## config.mk

```make
export PLATFORM = sky130hd
export DESIGN_NAME = alu_flags_pipe
export DESIGN_NICKNAME = d
export VERILOG_FILES = /design/src/rtl/alu_flags_pipe_pkg.sv /design/src/rtl/or_reduce_stage.sv /design/src/rtl/alu_flags_pipe.sv
export SDC_FILE = /design/constraint.sdc
export NUM_CORES = 1
export LEC_CHECK = 0
export ABC_CLOCK_PERIOD_IN_PS = 900
export BUFFER_PORTS_ARGS = -buffer_cell sky130_fd_sc_hd__buf_2
export CAP_MARGIN = 20
export CELL_PAD_IN_SITES_DETAIL_PLACEMENT = 0
export CELL_PAD_IN_SITES_GLOBAL_PLACEMENT = 2
export CORE_MARGIN = 2
export CORE_UTILIZATION = 29
export DETAILED_ROUTE_END_ITERATION = 7
export PLACE_DENSITY_LB_ADDON = 0.08
export SETUP_SLACK_MARGIN = 0.02
export SLEW_MARGIN = 20
export SYNTH_ARGS = -nofsm -noshare
export SYNTH_HDL_FRONTEND = slang
export SYNTH_HIERARCHICAL = 1
export SYNTH_SLANG_ARGS = --single-unit
```

## constraint.sdc

```tcl
create_clock -name clk -period 0.9 [get_ports clk]
set_input_delay 0.09 -clock clk [delete_from_list [all_inputs] [get_ports clk]]
set_output_delay 0.09 -clock clk [all_outputs]
set_load 0.02 [all_outputs]
```

## src/rtl/alu_flags_pipe_pkg.sv

```systemverilog
// Shared gate helpers and pipeline-depth arithmetic for the flag pipeline.
// The OR/NOT helpers keep the zero-detect tree built from explicit two-input gates.
package alu_flags_pipe_pkg;

    function automatic logic or2(input logic a, input logic b);
        return a | b;
    endfunction

    function automatic logic not1(input logic a);
        return ~a;
    endfunction

    // Number of register stages needed to cover log_w OR levels, lvls levels per stage.
    function automatic int stages_f(input int log_w, input int lvls);
        return (log_w + lvls - 1) / lvls;
    endfunction

endpackage

```

## src/rtl/or_reduce_stage.sv

```systemverilog
// Stateless slice of the zero-detect tree: ORs adjacent bit pairs for LVLS levels,
// shrinking IN_W bits to IN_W >> LVLS bits.
module or_reduce_stage
    import alu_flags_pipe_pkg::*;
#(
    parameter int IN_W = 4,
    parameter int LVLS = 2,
    localparam int OUT_W = IN_W >> LVLS
) (
    input  logic [IN_W-1:0]  din,
    output logic [OUT_W-1:0] dout
);

    for (genvar l = 0; l < LVLS; l++) begin : g_lvl
        localparam int N = IN_W >> (l + 1);
        logic [2*N-1:0] src;
        logic [N-1:0]   v;

        if (l == 0) begin : g_first
            assign src = din;
        end else begin : g_next
            assign src = g_lvl[l-1].v;
        end

        for (genvar i = 0; i < N; i++) begin : g_gate
            assign v[i] = or2(src[2*i], src[2*i+1]);
        end
    end

    assign dout = g_lvl[LVLS-1].v;

endmodule

```

## src/rtl/alu_flags_pipe.sv

```systemverilog
// Pipelined ALU flag generator: zero detect through a registered OR tree, with
// valid/sign/carry/overflow carried alongside in lockstep, plus a sticky overflow.
module alu_flags_pipe
    import alu_flags_pipe_pkg::*;
#(
    parameter int WIDTH = 32,
    parameter int LVLS  = 2
) (
    input  logic             clk,
    input  logic             reset,
    input  logic             valid_in,
    input  logic [WIDTH-1:0] result,
    input  logic             carryout,
    input  logic             overflow_in,
    input  logic             clear_sticky,
    output logic             valid_out,
    output logic             zero,
    output logic             negative,
    output logic             carry,
    output logic             overflow,
    output logic             overflow_sticky
);

    localparam int LOG_W  = $clog2(WIDTH);
    localparam int STAGES = stages_f(LOG_W, LVLS);

    // Stage s holds the partially reduced word; its combinational tree slice feeds stage s+1,
    // and the last slice feeds the output flag registers directly.
    for (genvar s = 0; s < STAGES; s++) begin : g_stg
        localparam int IN_W  = WIDTH >> (s * LVLS);
        localparam int NL    = (LOG_W - s * LVLS < LVLS) ? (LOG_W - s * LVLS) : LVLS;
        localparam int OUT_W = IN_W >> NL;

        logic [IN_W-1:0]  word_d;
        logic [IN_W-1:0]  word_q;
        logic [OUT_W-1:0] red;

        if (s == 0) begin : g_head
            always_comb word_d = result;
        end else begin : g_body
            always_comb word_d = g_stg[s-1].red;
        end

        or_reduce_stage #(.IN_W(IN_W), .LVLS(NL)) u_red (
            .din  (word_q),
            .dout (red)
        );

        always_ff @(posedge clk) begin
            if (reset) word_q <= '0;
            else       word_q <= word_d;
        end
    end

    logic [STAGES-1:0] vld_d, vld_q, neg_d, neg_q, cy_d, cy_q, ov_d, ov_q;
    logic valid_out_d, valid_out_q, zero_d, zero_q, negative_d, negative_q;
    logic carry_d, carry_q, overflow_d, overflow_q, sticky_d, sticky_q;
    logic last_vld;

    assign last_vld = vld_q[STAGES-1];

    always_comb begin
        vld_d    = '0;
        neg_d    = '0;
        cy_d     = '0;
        ov_d     = '0;
        vld_d[0] = valid_in;
        neg_d[0] = result[WIDTH-1];
        cy_d[0]  = carryout;
        ov_d[0]  = overflow_in;
        for (int s = 1; s < STAGES; s++) begin
            vld_d[s] = vld_q[s-1];
            neg_d[s] = neg_q[s-1];
            cy_d[s]  = cy_q[s-1];
            ov_d[s]  = ov_q[s-1];
        end
    end

    always_comb begin
        valid_out_d = last_vld;
        zero_d      = zero_q;
        negative_d  = negative_q;
        carry_d     = carry_q;
        overflow_d  = overflow_q;
        sticky_d    = sticky_q;
        if (last_vld) begin
            zero_d     = not1(g_stg[STAGES-1].red[0]);
            negative_d = neg_q[STAGES-1];
            carry_d    = cy_q[STAGES-1];
            overflow_d = ov_q[STAGES-1];
        end
        if (clear_sticky) sticky_d = 1'b0;
        // A set arriving on the same edge as a clear must win.
        if (last_vld && ov_q[STAGES-1]) sticky_d = 1'b1;
    end

    always_ff @(posedge clk) begin
        if (reset) begin
            vld_q       <= '0;
            neg_q       <= '0;
            cy_q        <= '0;
            ov_q        <= '0;
            valid_out_q <= 1'b0;
            zero_q      <= 1'b1;
            negative_q  <= 1'b0;
            carry_q     <= 1'b0;
            overflow_q  <= 1'b0;
            sticky_q    <= 1'b0;
        end else begin
            vld_q       <= vld_d;
            neg_q       <= neg_d;
            cy_q        <= cy_d;
            ov_q        <= ov_d;
            valid_out_q <= valid_out_d;
            zero_q      <= zero_d;
            negative_q  <= negative_d;
            carry_q     <= carry_d;
            overflow_q  <= overflow_d;
            sticky_q    <= sticky_d;
        end
    end

    assign valid_out       = valid_out_q;
    assign zero            = zero_q;
    assign negative        = negative_q;
    assign carry           = carry_q;
    assign overflow        = overflow_q;
    assign overflow_sticky = sticky_q;

endmodule

```

=== Word level (Yosys, flattened, before mapping) ===
Index checks and enable logic that the tools add are counted.
Widths: inputs -> output; s select.

* Mux-type cells: 2
* Reductions and logical operators: 2
* Bitwise gates (word level): 32

{| class="wikitable"
|+ Operators with widths
! kind !! number
|-
| $or 1x1->1 || 31
|-
| $mux 1 || 2
|-
| $reduce_bool 2->1 || 1
|-
| $logic_and 1x1->1 || 1
|-
| $not 1->1 || 1
|}

* Output and inout bits: 6
* Flip-flop bits (word level): 60
* Word-level logic and storage cells: 49
* Bits of input ports: 38

=== Logic depth before layout (Yosys ltp) ===
Gate-level depths: netlist of the first run.

* Word-level depth: 2
* Mapped depth: 3
* Gate-level depth less buffers: 3

=== Hierarchy ===
Netlist of the first run, hierarchy kept.

{| class="wikitable"
|+ Modules (own cells, without submodules)
! module !! times used !! area each (um^2) !! cells an instance
|-
| alu_flags_pipe || 1 || 1642.8 || 132
|-
| or_reduce_stage at g_stg[0].u_red || 1 || 60.1 || 8
|-
| or_reduce_stage at g_stg[1].u_red || 1 || 15.0 || 2
|-
| or_reduce_stage at g_stg[2].u_red || 1 || 6.3 || 1
|}

=== Worst setup path after synthesis of the first run ===
Ideal clock, no wire load.

* Path type: reg2reg
* Start: register g_stg[0].word_q[1]
* End: register g_stg[1].word_q[0]
* Data arrival time: 0.886 ns
* Setup slack: -0.104 ns
* Required time: 0.782 ns
* Cell stages (with the launch flop): 3
* Path through: dfxtp_1 -> or4_1 -> nor2b_1

* Cells in the longest elaborated chain, start to end: 2

{| class="wikitable"
|+ RTL lines
! what !! line !! RTL
|-
| from (decl) || alu_flags_pipe.sv:35 || <nowiki>logic [IN_W-1:0] word_q;</nowiki>
|-
| from (signal assigned) || alu_flags_pipe.sv:51 || <nowiki>else word_q <= word_d;</nowiki>
|-
| $or 1x1->1 (2 in series) || alu_flags_pipe_pkg.sv:6 || <nowiki>return a | b;</nowiki>
|-
| net g_stg[0].red[0] || alu_flags_pipe.sv:36 || <nowiki>logic [OUT_W-1:0] red;</nowiki>
|-
| to (signal assigned) || alu_flags_pipe.sv:51 ||
|-
| to (decl) || alu_flags_pipe.sv:35 ||
|}

The timed path passes the listed nets, and every way through them passes these cells.
A chain may end at the register's enable or synchronous reset.

=== Final worst setup path of the first run ===
* Start: register g_stg[0].word_q[21]
* End: register g_stg[1].word_q[5]

The elaborated chain is that of the path after synthesis.

==> impl_metrics.tcl, run 1 <==
set metrics [dict create \
    dieHeight_um 81.1 \
    rows 28 \
    gp_congestion 0.623 \
    clock.fmax_mhz 944 \
    finalNetCount 266 \
    p_seq_share_pct 50.7 \
    drt_iter0_markers 38 \
    fin_crit_ns 1.06 \
    antenna_left 0 \
    vdd_ir_drop_max_mv 0.796 \
    numCtsBuffers 9 \
    setup_tns_ns -1.40 \
    core_sq_mm 0.00582 \
    ys_top_cells_by_area "dfxtp_1, nor2b_1, or4_1" \
    io_buffers 43 \
    start_util_pct 29.6 \
    syn_inst 143 \
    yosys_warnings 6 \
    arrival_ns 1.27 \
    p_leak_uw 0.00112 \
    async_reset_ff_share_pct 0 \
    tightest_slew_ns 0.119 \
    syn_avg_cell_area_sq_um 12.1 \
    worstPathMaxFanout 1 \
    synth-edff-count 0 \
    cts_sinks 59 \
    synth_top_area_share_pct 68.5 \
    vias_per_cell 3.83 \
    finalSetupViolations 10 \
    synthAdderAreaFrac_pct 0 \
    setup_slack_ns -0.159 \
    grt_pass1_vias 1147 \
    synth_seq_cells 59 \
    swShare_pct 19.2 \
    hpwl_mm 1.89 \
    intPower_uw 4430 \
    p_clk_share_pct 42.2 \
    start_kind "flip-flop" \
    grt_overflow 0 \
    cp.required_ns 1.11 \
    grt_max_degree 34 \
    syn-num-nets 181 \
    wl_per_cell_um 9.59 \
    die_area_sq_mm 0.00658 \
    synth_top_family_by_area "simple AND/OR/NAND/NOR gates" \
    switchingPower_uw 1050 \
    dieWidth_um 81.1 \
    vias 1176 \
    hold_slack_ns 0.00225 \
    routed_wl_mm 2.95 \
    remaining_drc_errors 0 \
    synth_cell_types 15 \
    yosysSeqAreaShare_pct 68.5 \
    yosys.area_share.xor_xnor_pct 0 \
    skew_ns 0.00536 \
    cts_root_buf "clkbuf_8" \
    report.final.slew_viol_count 0 \
    drive_above_1_share_pct 31.5 \
    syn_to_final_growth_pct 53.0 \
    cts_tree "done" \
    rsz0062_at_grt "yes" \
    relSlewSlack_pct 91.9 \
    antenna_cells 0 \
    clock_latency_ns 0.32 \
    synth_compound_area_share_pct 1.02 \
    timing.final.crit_share_pct 118 \
    path_class "flip-flop to flip-flop" \
    cts.clk_slew.worst_paths_ns 0.06 \
    h-tree-depth 3 \
    grt_pass1_wl_mm 4.71 \
    hold_viol_final 0 \
    max_cap_viol_count 0 \
    synthTopCellsByCount "dfxtp_1, nor2b_1, or4_1" \
    synth.area.mux_share_pct 1.16 \
    syn_area_sq_mm 0.00172 \
    failed_checks "negative setup slack" \
    grt.total_usage_pct 10.0 \
    num_io_pins 44 \
    synth_top_area_cell "dfxtp_1" \
    cellPowerDensity_mw_per_mm2 2080 \
    outcome "finished with violations" \
    synth_simple_gate_area_share_pct 26.4 \
    end_kind "flip-flop" \
    max-clock-path-buffers 2 \
    ys.flop_type "dfxtp_1" \
    hp-class "input port to flip-flop" \
    firstDrtPassIters 3 \
    antenna_found_initial 0 \
    p_comb_share_pct 7.1 \
    yosysMostFrequentCell "dfxtp_1" \
]
## power by group through the flow
stage          logic, uW  registers (uW)  clock network, uW
6_report             389            2780               2310
2_1_floorplan        157            2820                  0
5_1_grt              431            2790               2540
3_5_place_dp         267            2840                  0
3_3_place_gp         258            2830                  0
4_1_cts              386            2780               2390
## cell families (layout without fill, tap and decap cells)
group | after synthesis | in the layout
buffers and inverters | 7 | 96
flip-flops | 59 | 59
AND/OR/NAND/NOR | 72 | 72
multiplexers | 2 | 2
AO/OA/AOI/OAI | 3 | 3
## area by class of cell
type | instances | area [sq um]
fillers | 569 | 3180
flip-flops and latches | 59 | 1190
repair buffers | 81 | 646
multi-input cells | 77 | 512
clock buffers | 13 | 159
well taps | 75 | 93.8
clock inverters | 2 | 35.0
## per-stage QoR
stage               worst slack (ns)  instance area (sq um)  total power [uW]  instances  util, %
floorplan                     -0.104                   1720              2980        143        -
global placement              -0.156                   2020              3090        256     34.8
detailed placement            -0.148                   2020              3110        256     34.8
CTS                           -0.162                   2600              5560        304     44.7
global route                  -0.189                   2640              5770        307     45.4
finish                        -0.159                   2640              5480        307     45.4
## cell usage in the layout, fill, tap and decap left out, types with 3 or more instances in the layout
cell | Yosys | layout
dlygate4sd3_1 | 0 | 33
dfxtp_1 | 59 | 51
buf_2 | 4 | 37
nor2b_1 | 53 | 51
clkbuf_8 | 0 | 11
buf_6 | 2 | 6
or4_1 | 10 | 9
dfxtp_2 | 0 | 7
buf_4 | 1 | 3
## sequential cells by signal (all words and copies together) (netlist names)
register,cells
carry,1
cy_q,3
g_stg.word_q,41
neg_q,3
negative,1
ov_q,3
overflow,1
overflow_sticky,1
valid_out,1
vld_q,3
zero,1
## path summary, 6_finish.rpt
check	start	endpoint	slack, ns	cells after the start
max	g_stg[0].word_q[21]	g_stg[1].word_q[5]	-0.16	2
min	result[12]	g_stg[0].word_q[12]	0.002	2
max reg2reg	g_stg[0].word_q[21]	g_stg[1].word_q[5]	-0.16	2
min reg2reg	vld_q[0]	vld_q[1]	0.44	1
## critical path, stage by stage, from the launching register on
cell,delay (ns)
dfxtp_1,0.29
or4_1,0.51
nor2b_1,0.14
## metal layers
| layer | vias to the layer above | GRT usage [%] | wire [um] |
|---|---|---|---|
| met5 | - | 0 | 0 |
| met2 | 38 | 15.2 | 1350 |
| met4 | 0 | 9.15 | 97 |
| li1 | 622 | - | - |
| met3 | 10 | 3.67 | 189 |
| met1 | 506 | 10.9 | 1310 |
## what timing repair did
item	CTS	global route
hold endpoints to repair	33	0
setup endpoints to repair	17	17
resized for setup	20	6
hold buffers	33	0
pin swaps	7	4
buffers inserted	0	3
(Power assumes the default switching activity.)
==> run 2, diff against run 1 <==
Settings changed: ABC_AREA set to 1, BUFFER_PORTS_ARGS -buffer_cell sky130_fd_sc_hd__buf_2 to not set, CORE_UTILIZATION 29 to 30, DONT_BUFFER_PORTS set to 1, PLACE_DENSITY_LB_ADDON 0.08 to 0.1.
==> run 2 against run 1 <==
The flow finishes with violations (negative hold slack). Clock power fell by 2%. First-iteration DRC count decreased by 55%. Hold slack worse by 0.18 ns. Critical endpoint is now overflow_sticky. Largest cell class unchanged. Largest power group unchanged.
==> impl_metrics.tcl, run 2 <==
set metrics [dict create \
    syn_inst 223 \
    synth-edff-count 0 \
    cp.required_ns 0.81 \
    rows 28 \
    antenna_found_initial 0 \
    p_leak_uw 0.00130 \
    cts_sinks 59 \
    synth_top_area_cell "dfxtp_1" \
    yosysSeqAreaShare_pct 64.3 \
    numCtsBuffers 9 \
    synth_top_area_share_pct 64.3 \
    cts_tree "done" \
    start_kind "flip-flop" \
    holdBufCountCts 36 \
    vdd_ir_drop_max_mv 1.13 \
    grt.total_usage_pct 9.69 \
    dieHeight_um 82.2 \
    vias 1336 \
    max-clock-path-buffers 2 \
    gp_congestion 0.601 \
    worstPathCellList "buf_6" \
    die_area_sq_mm 0.00676 \
    io_buffers 0 \
    async_reset_ff_share_pct 0 \
    syn-num-nets 261 \
    intPower_uw 4290 \
    routed_wl_mm 2.94 \
    grt_pass1_vias 1197 \
    syn_area_sq_mm 0.00184 \
    p_seq_share_pct 52.1 \
    vias_per_cell 3.86 \
    synth_cell_types 10 \
    ys_top_cells_by_area "dfxtp_1, nor2_1, inv_1" \
    drt_iter0_markers 17 \
    fin_crit_ns 0.858 \
    path_delay_family "flip-flops" \
    outcome "finished with violations" \
    grt_pass1_wl_mm 4.61 \
    h-tree-depth 3 \
    dieWidth_um 82.2 \
    skew_ns 0.00428 \
    antenna_left 0 \
    timing.final.crit_share_pct 95.3 \
    cts_root_buf "clkbuf_8" \
    yosys_warnings 6 \
    largest-register "g_stg.word_q" \
    yosysMostFrequentCell "nor2_1" \
    rsz0062_at_grt "yes" \
    path_class "flip-flop to primary output" \
    swShare_pct 20.1 \
    cpMaxStageDelayCell "dfxtp_2" \
    hold_viol_final 21 \
    place_area_sq_mm 0.00189 \
    cts.clk_slew.worst_paths_ns 0.06 \
    cellPowerDensity_mw_per_mm2 2190 \
    p_clk_share_pct 42.4 \
    tightest_slew_ns 0.197 \
    syn_avg_cell_area_sq_um 8.23 \
    grt_max_degree 58 \
    remaining_drc_errors 0 \
    wl_per_cell_um 8.49 \
    p_comb_share_pct 5.5 \
    largest_register_ff_count 41 \
    fin_util_pct 41.4 \
    hold_slack_ns -0.178 \
    grt_overflow 0 \
    end_kind "primary output" \
    ys.flop_type "dfxtp_1" \
    layout_commonest_cell "nor2_1" \
    fillers 608 \
    relSlewSlack_pct 86.8 \
    report.final.slew_viol_count 0 \
    critical_path.max_stage_delay_ns 0.32 \
    hp-class "input port to flip-flop" \
    final_cell_mix "nor2_1, inv_1, dfxtp_1, dlygate4sd3_1, nand2_1" \
    start_util_pct 31.0 \
    finalNetCount 304 \
    hpwl_mm 1.73 \
    syn_to_final_growth_pct 33.5 \
    firstDrtPassIters 2 \
    fin_area_sq_mm 0.00245 \
    failed_checks "negative hold slack" \
    switchingPower_uw 1080 \
    finalSetupViolations 0 \
    cp_num_buf_inv 1 \
    antenna_cells 0 \
    worstPathMaxFanout 2 \
    arrival_ns 0.77 \
    synth_seq_cells 59 \
    clock.fmax_mhz 1170 \
    setup_tns_ns 0 \
    synthTopCellsByCount "nor2_1, dfxtp_1, inv_1" \
    core_sq_mm 0.00592 \
    num_io_pins 44 \
    drive_above_1_share_pct 7.38 \
    max_cap_viol_count 0 \
    clock_latency_ns 0.32 \
]
run 2: changes by cell type after synthesis, moves of 2 or more:
| cell | previous run | this run |
|---|---|---|
| buf_2 | 4 | 2 |
| buf_6 | 2 | 4 |
| inv_1 | 0 | 58 |
| mux2i_1 | 2 | 0 |
| nand2_1 | 2 | 16 |
| nand2b_1 | 2 | 0 |
| nor2_1 | 2 | 78 |
| nor2b_1 | 53 | 0 |
| o21ai_0 | 0 | 2 |
| or4_1 | 10 | 0 |
run 2: power by group through the flow:
| stage | Combinational [uW] | Sequential [uW] | Clock, uW |
|---|---|---|---|
| floorplan | 200 | 2840 | 0 |
| global placement | 176 | 2850 | 0 |
| detailed placement | 180 | 2850 | 0 |
| CTS | 297 | 2800 | 2350 |
| global route | 345 | 2810 | 2470 |
| finish | 296 | 2800 | 2270 |
run 2: worst paths after layout:
path                            slack [ns]       startpoint              end  depth (start not counted)
worst min-delay path                 -0.18            reset         overflow                          1
worst max-delay path                  0.04  overflow_sticky  overflow_sticky                          1
worst max register to register        0.15         vld_q[2]            carry                          3
worst min register to register        0.40          cy_q[0]          cy_q[1]                          2
run 2: area by class of cell:
type | count | area [sq um] | area share, %
clock buffers | 14 | 153 | 6.23
flip-flops and latches | 59 | 1190 | 48.4
repair buffers | 38 | 383 | 15.6
clock inverters | 2 | 35.0 | 1.43
inverters | 59 | 221 | 9.04
multi-input cells | 99 | 378 | 15.4
well taps | 75 | 93.8 | 3.83
run 2: kinds of logic after synthesis:
logic type | Yosys count | share of synthesized area (%)
AND/OR/NAND/NOR | 95 | 19.5
buffers and inverters | 65 | 15.1
flip-flops | 59 | 64.3
AO/OA/AOI/OAI | 4 | 1.09
run 2: routing by layer:
layer  vias up  track usage [%]  wire (um)
met5         -                0          0
met4         0             7.50         72
met3         6             5.22        188
met2        33             15.6       1450
met1       596             9.23       1230
li1        701                -          -
run 2: timing repair:
item                                   in CTS  in global routing
resized for setup                           6                  1
setup endpoints to repair                   4                  3
endpoints found under the hold margin      59                 21
buffers inserted                            0                  0
run 2: through the flow:
stage | instances | worst slack, ns | hold WS, ns | total power (uW)
6_report | 346 | 0.0422 | -0.178 | 5370
5_1_grt | 346 | 0.000206 | -0.202 | 5620
4_1_cts | 346 | 0.0163 | -0.196 | 5440
3_3_place_gp | 294 | 0.197 | 0.165 | 3020
3_5_place_dp | 294 | 0.157 | 0.168 | 3030
2_1_floorplan | 223 | 0.230 | 0.197 | 3040
